### src/rtl/res_reader.sv
// rtl/res_reader.sv - result buffer drain controller; define RES_READER_RELU_EN to clamp negative entries to zero
module res_reader #(
  parameter int BIT_DEPTH  = 8,
  parameter int ADDR_WIDTH = 10,
  parameter int DEPTH      = 26
) (
  input  logic                  clk,
  input  logic                  rst_n,
  input  logic                  start,
  input  logic [ADDR_WIDTH-1:0] base_addr,
  input  logic [ADDR_WIDTH-1:0] count,
  output logic                  busy,
  output logic                  rd_en,
  output logic [ADDR_WIDTH-1:0] rd_addr,
  input  logic [BIT_DEPTH-1:0]  rd_data,
  output logic [BIT_DEPTH-1:0]  out_data,
  output logic                  out_valid,
  input  logic                  out_ready,
  output logic                  out_last,
  output logic                  done,
  output logic                  err
);

  typedef enum logic [1:0] {
    IDLE  = 2'd0,
    READ  = 2'd1,
    DRAIN = 2'd2,
    DONE  = 2'd3
  } state_t;

  localparam logic [ADDR_WIDTH-1:0] LAST_ADDR = ADDR_WIDTH'(DEPTH - 1);
  localparam logic [ADDR_WIDTH:0]   DEPTH_EXT = (ADDR_WIDTH + 1)'(DEPTH);
  localparam logic [ADDR_WIDTH-1:0] ONE       = ADDR_WIDTH'(1);

  state_t                state, state_nxt;
  logic [ADDR_WIDTH-1:0] ptr, ptr_nxt;
  logic [ADDR_WIDTH-1:0] remaining, remaining_nxt;
  logic                  err_q, err_nxt;

  // Two-entry output FIFO: storage, read/write slot indices and occupancy
  logic [BIT_DEPTH-1:0]  fifo_data [2];
  logic                  fifo_last [2];
  logic                  wr_idx, rd_idx;
  logic [1:0]            occ;

  logic                  push, pop;
  logic                  base_ok;
  logic [BIT_DEPTH-1:0]  push_data;

  // base_addr is compared one bit wider so DEPTH = 2^ADDR_WIDTH still works
  assign base_ok = ({1'b0, base_addr} < DEPTH_EXT);

  // Value written into the FIFO for the current read
`ifdef RES_READER_RELU_EN
  assign push_data = rd_data[BIT_DEPTH-1] ? '0 : rd_data;
`else
  assign push_data = rd_data;
`endif

  assign out_valid = (occ != 2'd0);
  assign pop       = out_valid & out_ready;
  assign out_data  = fifo_data[rd_idx];
  assign out_last  = fifo_last[rd_idx] & out_valid;

  assign busy      = (state != IDLE);
  assign done      = (state == DONE);
  assign err       = err_q;
  assign rd_en     = push;
  assign rd_addr   = ptr;

  // Next-state, pointer/remaining updates and the read strobe
  always_comb begin
    state_nxt     = state;
    ptr_nxt       = ptr;
    remaining_nxt = remaining;
    err_nxt       = 1'b0;
    push          = 1'b0;
    case (state)
      IDLE: begin
        if (start) begin
          if (!base_ok) begin
            err_nxt = 1'b1;
          end else if (count == '0) begin
            state_nxt = DONE;
          end else begin
            ptr_nxt       = base_addr;
            remaining_nxt = count;
            state_nxt     = READ;
          end
        end
      end
      READ: begin
        // A full FIFO can still take a read when the head leaves this cycle
        if (occ != 2'd2 || pop) begin
          push          = 1'b1;
          ptr_nxt       = (ptr == LAST_ADDR) ? '0 : ptr + ONE;
          remaining_nxt = remaining - ONE;
          if (remaining == ONE) begin
            state_nxt = DRAIN;
          end
        end
      end
      DRAIN: begin
        if (occ == 2'd0 || (occ == 2'd1 && pop)) begin
          state_nxt = DONE;
        end
      end
      DONE: begin
        state_nxt = IDLE;
      end
      default: begin
        state_nxt = IDLE;
      end
    endcase
  end

  // Control registers: state, address pointer, beats left, error pulse
  always_ff @(posedge clk or negedge rst_n) begin
    if (!rst_n) begin
      state     <= IDLE;
      ptr       <= '0;
      remaining <= '0;
      err_q     <= 1'b0;
    end else begin
      state     <= state_nxt;
      ptr       <= ptr_nxt;
      remaining <= remaining_nxt;
      err_q     <= err_nxt;
    end
  end

  // Output FIFO: write on push, advance head on pop, track occupancy
  always_ff @(posedge clk or negedge rst_n) begin
    if (!rst_n) begin
      fifo_data[0] <= '0;
      fifo_data[1] <= '0;
      fifo_last[0] <= 1'b0;
      fifo_last[1] <= 1'b0;
      wr_idx       <= 1'b0;
      rd_idx       <= 1'b0;
      occ          <= 2'd0;
    end else begin
      if (push) begin
        fifo_data[wr_idx] <= push_data;
        fifo_last[wr_idx] <= (remaining == ONE);
        wr_idx            <= ~wr_idx;
      end
      if (pop) begin
        rd_idx <= ~rd_idx;
      end
      case ({push, pop})
        2'b10:   occ <= occ + 2'd1;
        2'b01:   occ <= occ - 2'd1;
        default: occ <= occ;
      endcase
    end
  end

endmodule

### config.mk
export PLATFORM = sky130hd
export DESIGN_NAME = res_reader
export DESIGN_NICKNAME = d
export VERILOG_FILES = /design/src/rtl/res_reader.sv
export SDC_FILE = /design/constraint.sdc
export NUM_CORES = 1
export LEC_CHECK = 0
export CAP_MARGIN = 20
export CORE_UTILIZATION = 60
export CTS_CLUSTER_SIZE = 10
export DETAILED_ROUTE_END_ITERATION = 7
export DONT_BUFFER_PORTS = 1
export GPL_TIMING_DRIVEN = 1
export HOLD_SLACK_MARGIN = 0.08
export MAX_ROUTING_LAYER = met4
export PLACE_DENSITY = 0.78
export SLEW_MARGIN = 20
export SYNTH_ARGS = -nofsm -noshare
export SYNTH_HDL_FRONTEND = slang
export SYNTH_SLANG_ARGS = --single-unit
### constraint.sdc
create_clock -name clk -period 3.34 [get_ports clk]
set_input_delay 0.501 -clock clk [delete_from_list [all_inputs] [get_ports clk]]
set_output_delay 0.501 -clock clk [all_outputs]
set_load 0.05 [all_outputs]
==> results of run 1 <==
-- flip-flops by register name (all words and copies together) (netlist names) --
register	flops
err	1
fifo_data	16
fifo_last	2
occ	2
rd_addr	10
rd_idx	1
remaining	10
state	2
wr_idx	1
-- worst register-to-register path: cells and delay by family (launching register included) --
family,cells,cell delay (ns)
DFF,1,0.42
and+or+nand+nor,3,0.34
AOI/OAI and AO/OA,3,1.31
buffers and inverters,2,0.20
adders and majority gates,1,0.20
-- cell type report --
class / instances / area (um^2)
Timing Repair Buffer: 4 / 52.6
Inverter: 17 / 66.3
Clock buffer: 6 / 72.6
Sequential cell: 45 / 1130
Fill cell: 296 / 1330
Tap cell: 50 / 62.6
Clock inverter: 2 / 38.8
Multi-Input combinational cell: 182 / 1310
-- final timing paths --
check,from,end,slack [ns]
setup / recovery,occ[0],remaining[6],0.75
hold / removal,start,err,0.32
setup reg to reg,occ[0],remaining[6],0.75
hold reg to reg,fifo_last[0],fifo_last[0],0.50
max in group asynchronous,rst_n,remaining[7],2.41
min in group asynchronous,rst_n,state[0],0.71
-- what timing repair did --
action / CTS / global route
endpoints found under the setup margin: 0 / 0
hold buffers: 2 / 0
hold endpoints to repair: 45 / 0
-- cells by family (layout without fill, tap and decap cells) --
logic type	Yosys count	in the layout	synth area share (%)
AND/OR/NAND/NOR	82	82	16.5
AO/OA/AOI/OAI	56	56	15.2
flip-flops	45	45	44.1
multiplexers	28	28	12.1
buffers and inverters	27	29	4.85
adder cells (fa/ha/maj)	12	12	5.87
XOR/XNOR	4	4	1.37
-- Yosys cell counts (all sizes together) --
master | number | share of area, %
o22a | 1 | 0.34
nor4 | 3 | 0.73
nand4b | 1 | 0.34
a221o | 1 | 0.39
or4 | 3 | 0.88
a41o | 2 | 0.83
nand2 | 28 | 4.5
or2 | 1 | 0.24
o41ai | 1 | 0.34
mux2 | 24 | 11
a211o | 5 | 1.7
a41oi | 1 | 0.34
o32ai | 3 | 1.0
ha | 12 | 5.9
o2111ai | 1 | 0.34
o31ai | 2 | 0.59
clkbuf | 3 | 0.44
a31oi | 1 | 0.24
nor2b | 2 | 0.49
nor4b | 5 | 1.7
inv | 17 | 2.6
and3 | 2 | 0.49
nor3 | 8 | 1.8
o31a | 1 | 0.34
xnor2 | 3 | 1.0
a21oi | 6 | 1.2
nor3b | 1 | 0.29
nand2b | 1 | 0.54
o221ai | 2 | 0.69
xor2 | 1 | 0.34
dfrtp | 45 | 44
nor2 | 18 | 2.7
a21boi | 2 | 0.59
a22oi | 1 | 0.29
nand3 | 8 | 1.6
o211ai | 3 | 1.4
nand4 | 1 | 0.24
mux2i | 4 | 1.6
o21ai | 23 | 4.5
buf | 7 | 1.8
-- layer usage --
metal	GRT usage, %	up-vias
met5	-	-
li1	-	918
met1	31.7	893
met2	37.6	47
met3	5.91	9
met4	9.31	0
-- power by group through the flow --
stage / registers [mW] / clock network [mW] / logic (mW)
floorplan: 1.11 / 0 / 1.51
global placement: 1.18 / 0 / 1.61
detailed placement: 1.20 / 0 / 1.64
CTS: 1.19 / 0.417 / 1.66
global route: 1.23 / 0.440 / 1.83
finish: 1.19 / 0.410 / 1.65
-- metrics by stage --
stage	worst slack, ns	cell area [um^2]	utilization [%]
after detailed placement	0.808	2580	63.5
after global placement	0.931	2580	63.5
final	0.753	2730	67.2
after global routing	0.519	2730	67.2
after CTS	0.782	2730	67.2
after floorplan	1.28	2560	-
==> impl_results.md, run 1 <==
- CTS buffer count: 5
- Commonest non-fill, non-tap cell in the layout: dfrtp_1
- Hold Fails Final Rpt: 0
- CP Class: reg -> reg
- Gate Count Post-Synth: 254
- Area growth syn-to-layout: 6.61%
- Buffers on Ports: 0
- FP Rows: 23
- Final wirelength: 4990 um
- Total global-route track usage: about a quarter
- # clock sinks: 45
- Largest net degree at the start of global routing: 46
- Int Pwr: between 1.5 and 2 mW
- Critical Path RT: 3.52 ns
- CP top delay family: compound AO/OA/AOI/OAI gates
- Syn_area_per_cell: roughly 10 um^2
- Tmin final: 2.59 ns
- CTS tree: built
- Htree depth: 2
- Clk Latency, worst-skew pair: roughly 0.3 ns
- Status: complete, no violations
- Clock-pin slew of the registers on the worst-case setup and hold paths: 0.09 ns
- Metal2 WL: 2410 um
- Max clock buf depth: 2
- Die height: 67.3 um
- Setup TNS: 0 ns
- Initial DRC count: 98
- Crit share post-route: roughly 77%
- Max layer used: met4
- Switch Pwr: 1.63 mW
- P_leak: roughly 1.2 nW
- Nets: roughly 300
- Global route total overflow: 0
- Largest stage delay on the critical path: 0.82 ns
- Part of the power in the clock network: between 10% and 20%
- Post-synthesis net count: 298
- Yosys cell types: 50
- Bufs and invs on worst path: 2
- Register-to-Register Path Depth: 9
- Most frequent cells in the layout: dfrtp_1, nand2_1, mux2_2
- Post-route met1 wirelength: 2220 um
- Cell count after placement: 296
- Hold path depth: 2
- Layout cell share with drive strength beyond 1: 16.8%
- Mapped Area: 2560 um^2
- Post-DR vias/cell: 6.10
- Root buffer cell: clkbuf_8
- RSZ-0062 raised after global routing: no
- Final Non-Filler Cells: 306
- Slowest CP cell: o211ai_4
- Max-cap violations: 0
- Crit-path cells: inv_1 -> ha_1 -> nand2b_4 -> nand2_2 -> nand2_4 -> inv_4 -> o211ai_4 -> o21ai_0 -> a211o_1
- Fmax: around 0.39 GHz
- Post-synthesis sequential area ratio: 44.1%
- Startpoint types: flop
- Switching share of power: 50.0%
- DR pass1 iterations: 4
- # diodes: 0
- Crit path arrival time: 2.77 ns
- Seq pwr share: 36.6%
- Post_cts resized: 0
- First-pass GRT wire length: 7990 um
- Design Power: 3.25 mW
- Ys Warns: 0
- Gpl congestion: about 0.85
- Final Slew Violations: 0
- Post-DP HPWL: 3460 um
- Worst-Margin Slew: 1.01 ns
- Post-route ant nets: 0
- I/O pin count: 56
- Hold Path Class: in -> reg
- Synth Register Bits: 45
- Initial Util: 63.0%
- Slew margin rel.: between 30% and 40%
- Total vias in the final route: 1867
- Vias in the first global route: 1716
- DR DRC count: 0
- Initial antenna violation count: 0
- Routed len/inst: 16.3 um
- Core area: 4060 um^2
- Combinational Power Share: 50.8%
- Peak VDD IR: 596 uV
- Die area: ~4500 um^2
- Fin Hold WS: 0.315 ns
- CP Max Fanout: 45
- Setup crit end kind: flop
- Clock Skew: 0.0156 ns
- Die X: 67.3 um
- PD cells: 1190 nW/um^2
- # setup viols final: 0
- Setup Buffers After CTS: 0
- DR WL met3: around 260 um
- Critical Path Stages: 9
No activity file was read; power rests on OpenSTA's default activity.
==> run 2: changes to the inputs <==
Settings changed: CORE_UTILIZATION 60 to 57, PLACE_DENSITY 0.78 to 0.77.
Clock period 3.34 ns to 2.15 ns, I/O delays scaled along.
==> run 2 against run 1 <==
  * Clock-buffer cell count fell by 1
  * Sequential cell count did not move
  * Largest power group unchanged
  * Sequential power rose by 34%
  * Wire length rose by 11%
  * Via count rose by 10%
==> impl_results.md, run 2 (synthesized netlist as in run 1, its figures left out) <==
- Status: complete, no violations
- Post-route ant nets: 0
- Setup crit end kind: flop
- Hold wc startpoint: start
- First-pass GRT wire length: 8170 um
- Hold Path Class: in -> reg
- Worst setup path start: state[0]
- Setup ws final: 0.136 ns
- Buffers on Ports: 0
- Final Slew Violations: 0
- CTS buffer count: 5
- Final Non-Filler Cells: 331
- Area growth syn-to-layout: 14.8%
- Die height: 69.0 um
- Nets: about 320
- Cell count after placement: 318
- Clock-pin slew of the registers on the worst-case setup and hold paths: 0.09 ns
- Area of the multi-input gates: 1360 um^2
- Htree depth: 2
- Core area: 4140 um^2
- R2R Path Start: state[0]
- Gpl congestion: between 0.8 and 0.9
- # diodes: 0
- PD cells: 1850 nW/um^2
- Slew margin rel.: between 60 and 70%
- Combinational Power Share: 60.5%
- Crit share post-route: 93.7%
- Hold Path Sink: err
- Clk Latency, worst-skew pair: around 0.3 ns
- Design Power: 5.42 mW
- Routed len/inst: 16.8 um
- P_leak: 1.28 nW
- Seq pwr share: 29.5%
- # clock sinks: 45
- CP Class: reg -> reg
- Post-DP HPWL: 3810 um
- Total global-route track usage: 24.3%
- Max-cap violations: 0
- Global route total overflow: 0
- I/O pin count: 56
- FP Rows: 23
- Most frequent cells in the layout: dfrtp_1, nand2_1, buf_4
- Critical Path RT: 2.38 ns
- CTS tree: built
- Reg-to-Reg End: rd_addr[7]
- Setup WS pre-CTS: -0.00754 ns
- DR DRC count: 0
- CP Max Fanout: 15
- Die X: slightly below 70 um
- Fill cells: 307
- Largest net degree at the start of global routing: 46
- Post-DR vias/cell: 6.22
- Reg2reg setup slack: around 0.14 ns
- Int Pwr: 2.68 mW
- Switch Pwr: ~2.7 mW
- Hold Fails Final Rpt: 0
- Die area: 4760 um^2
- Startpoint types: flop
- Layout cell share with drive strength beyond 1: 25.6%
- Fmax: approximately 0.5 GHz
- Part of the power in the clock network: 10.0%
- Crit path arrival time: 2.24 ns
- Tmin final: 2.01 ns
- Hold path depth: 2
- Root buffer cell: clkbuf_8
- Biggest register: fifo_data
- Register area: 1130 um^2
- Final wirelength: 5560 um
- Commonest non-fill, non-tap cell in the layout: dfrtp_1
- Initial DRC count: 147
- Initial antenna violation count: 0
- Switching share of power: 50.6%
- Clock Skew: just under 0.006 ns
- # setup viols final: 0
- Register-to-Register Path Depth: 8
- Total vias in the final route: 2058
- Max FFs per register: 16
- DR pass1 iterations: 4
- Peak VDD IR: slightly above 1000 uV
- Fin Hold WS: 0.126 ns
- Worst-Margin Slew: 0.486 ns
- Initial Util: roughly three fifths
- Vias in the first global route: ~1800
- Max clock buf depth: 2
-- run 2: per-layer routing --
| layer | vias to the layer above | routed length [um] | global-route usage [%] |
|---|---|---|---|
| met5 | - | 0 | - |
| li1 | 971 | - | - |
| met2 | 86 | 2580 | 36.8 |
| met1 | 994 | 2480 | 32.4 |
| met4 | 0 | 85 | 7.65 |
| met3 | 7 | 421 | 5.43 |
-- run 2: cell type report --
class                   count  area share [%]
inverters                  17            2.26
flip-flops and latches     45            38.4
clock buffers               5            2.35
repair buffers             27            7.68
clock inverters             3           0.725
multi-input cells         184            46.5
well taps                  50            2.13
-- run 2: power groups by stage --
stage	logic (mW)	registers, mW	clock network (mW)
final	3.28	1.60	0.542
after global routing	3.56	1.66	0.576
after CTS	3.12	1.59	0.545
after detailed placement	3.08	1.61	0
after global placement	3.01	1.59	0
after floorplan	2.35	1.73	0
-- run 2: how the worst max path moves through the flow --
stage	endpoint	slack [ns]
after floorplan	rd_addr[8]	0.09
after detailed placement	remaining[6]	-0.008
after global routing	rd_addr[7]	-0.002
after global placement	remaining[6]	0.07
final	rd_addr[7]	0.14
after CTS	remaining[8]	0.0004
-- run 2: worst max-delay path: stages (launching register included) --
cell      delay, ns
dfrtp_1        0.38
inv_1          0.08
ha_1           0.24
nor4b_1        0.16
nand3_2        0.15
buf_4          0.15
o211ai_4       0.16
or4_1          0.53
o21ai_0        0.08
-- run 2: through the flow --
stage / TNS (ns) / area [um^2] / utilization (%)
2_1_floorplan: 0 / 2560 / -
3_3_place_gp: 0 / 2740 / 66.2
3_5_place_dp: -0.00754 / 2740 / 66.2
4_1_cts: 0 / 2870 / 69.2
5_1_grt: -0.00246 / 2930 / 70.8
6_report: 0 / 2930 / 70.8
-- run 2: what timing repair did --
action	4_1_cts	5_1_grt
buffers inserted	0	1
hold buffers	2	0
setup endpoints to repair	3	16
hold endpoints to repair	45	0
pin swaps	1	2
gates resized for setup	1	6
cloned	0	2
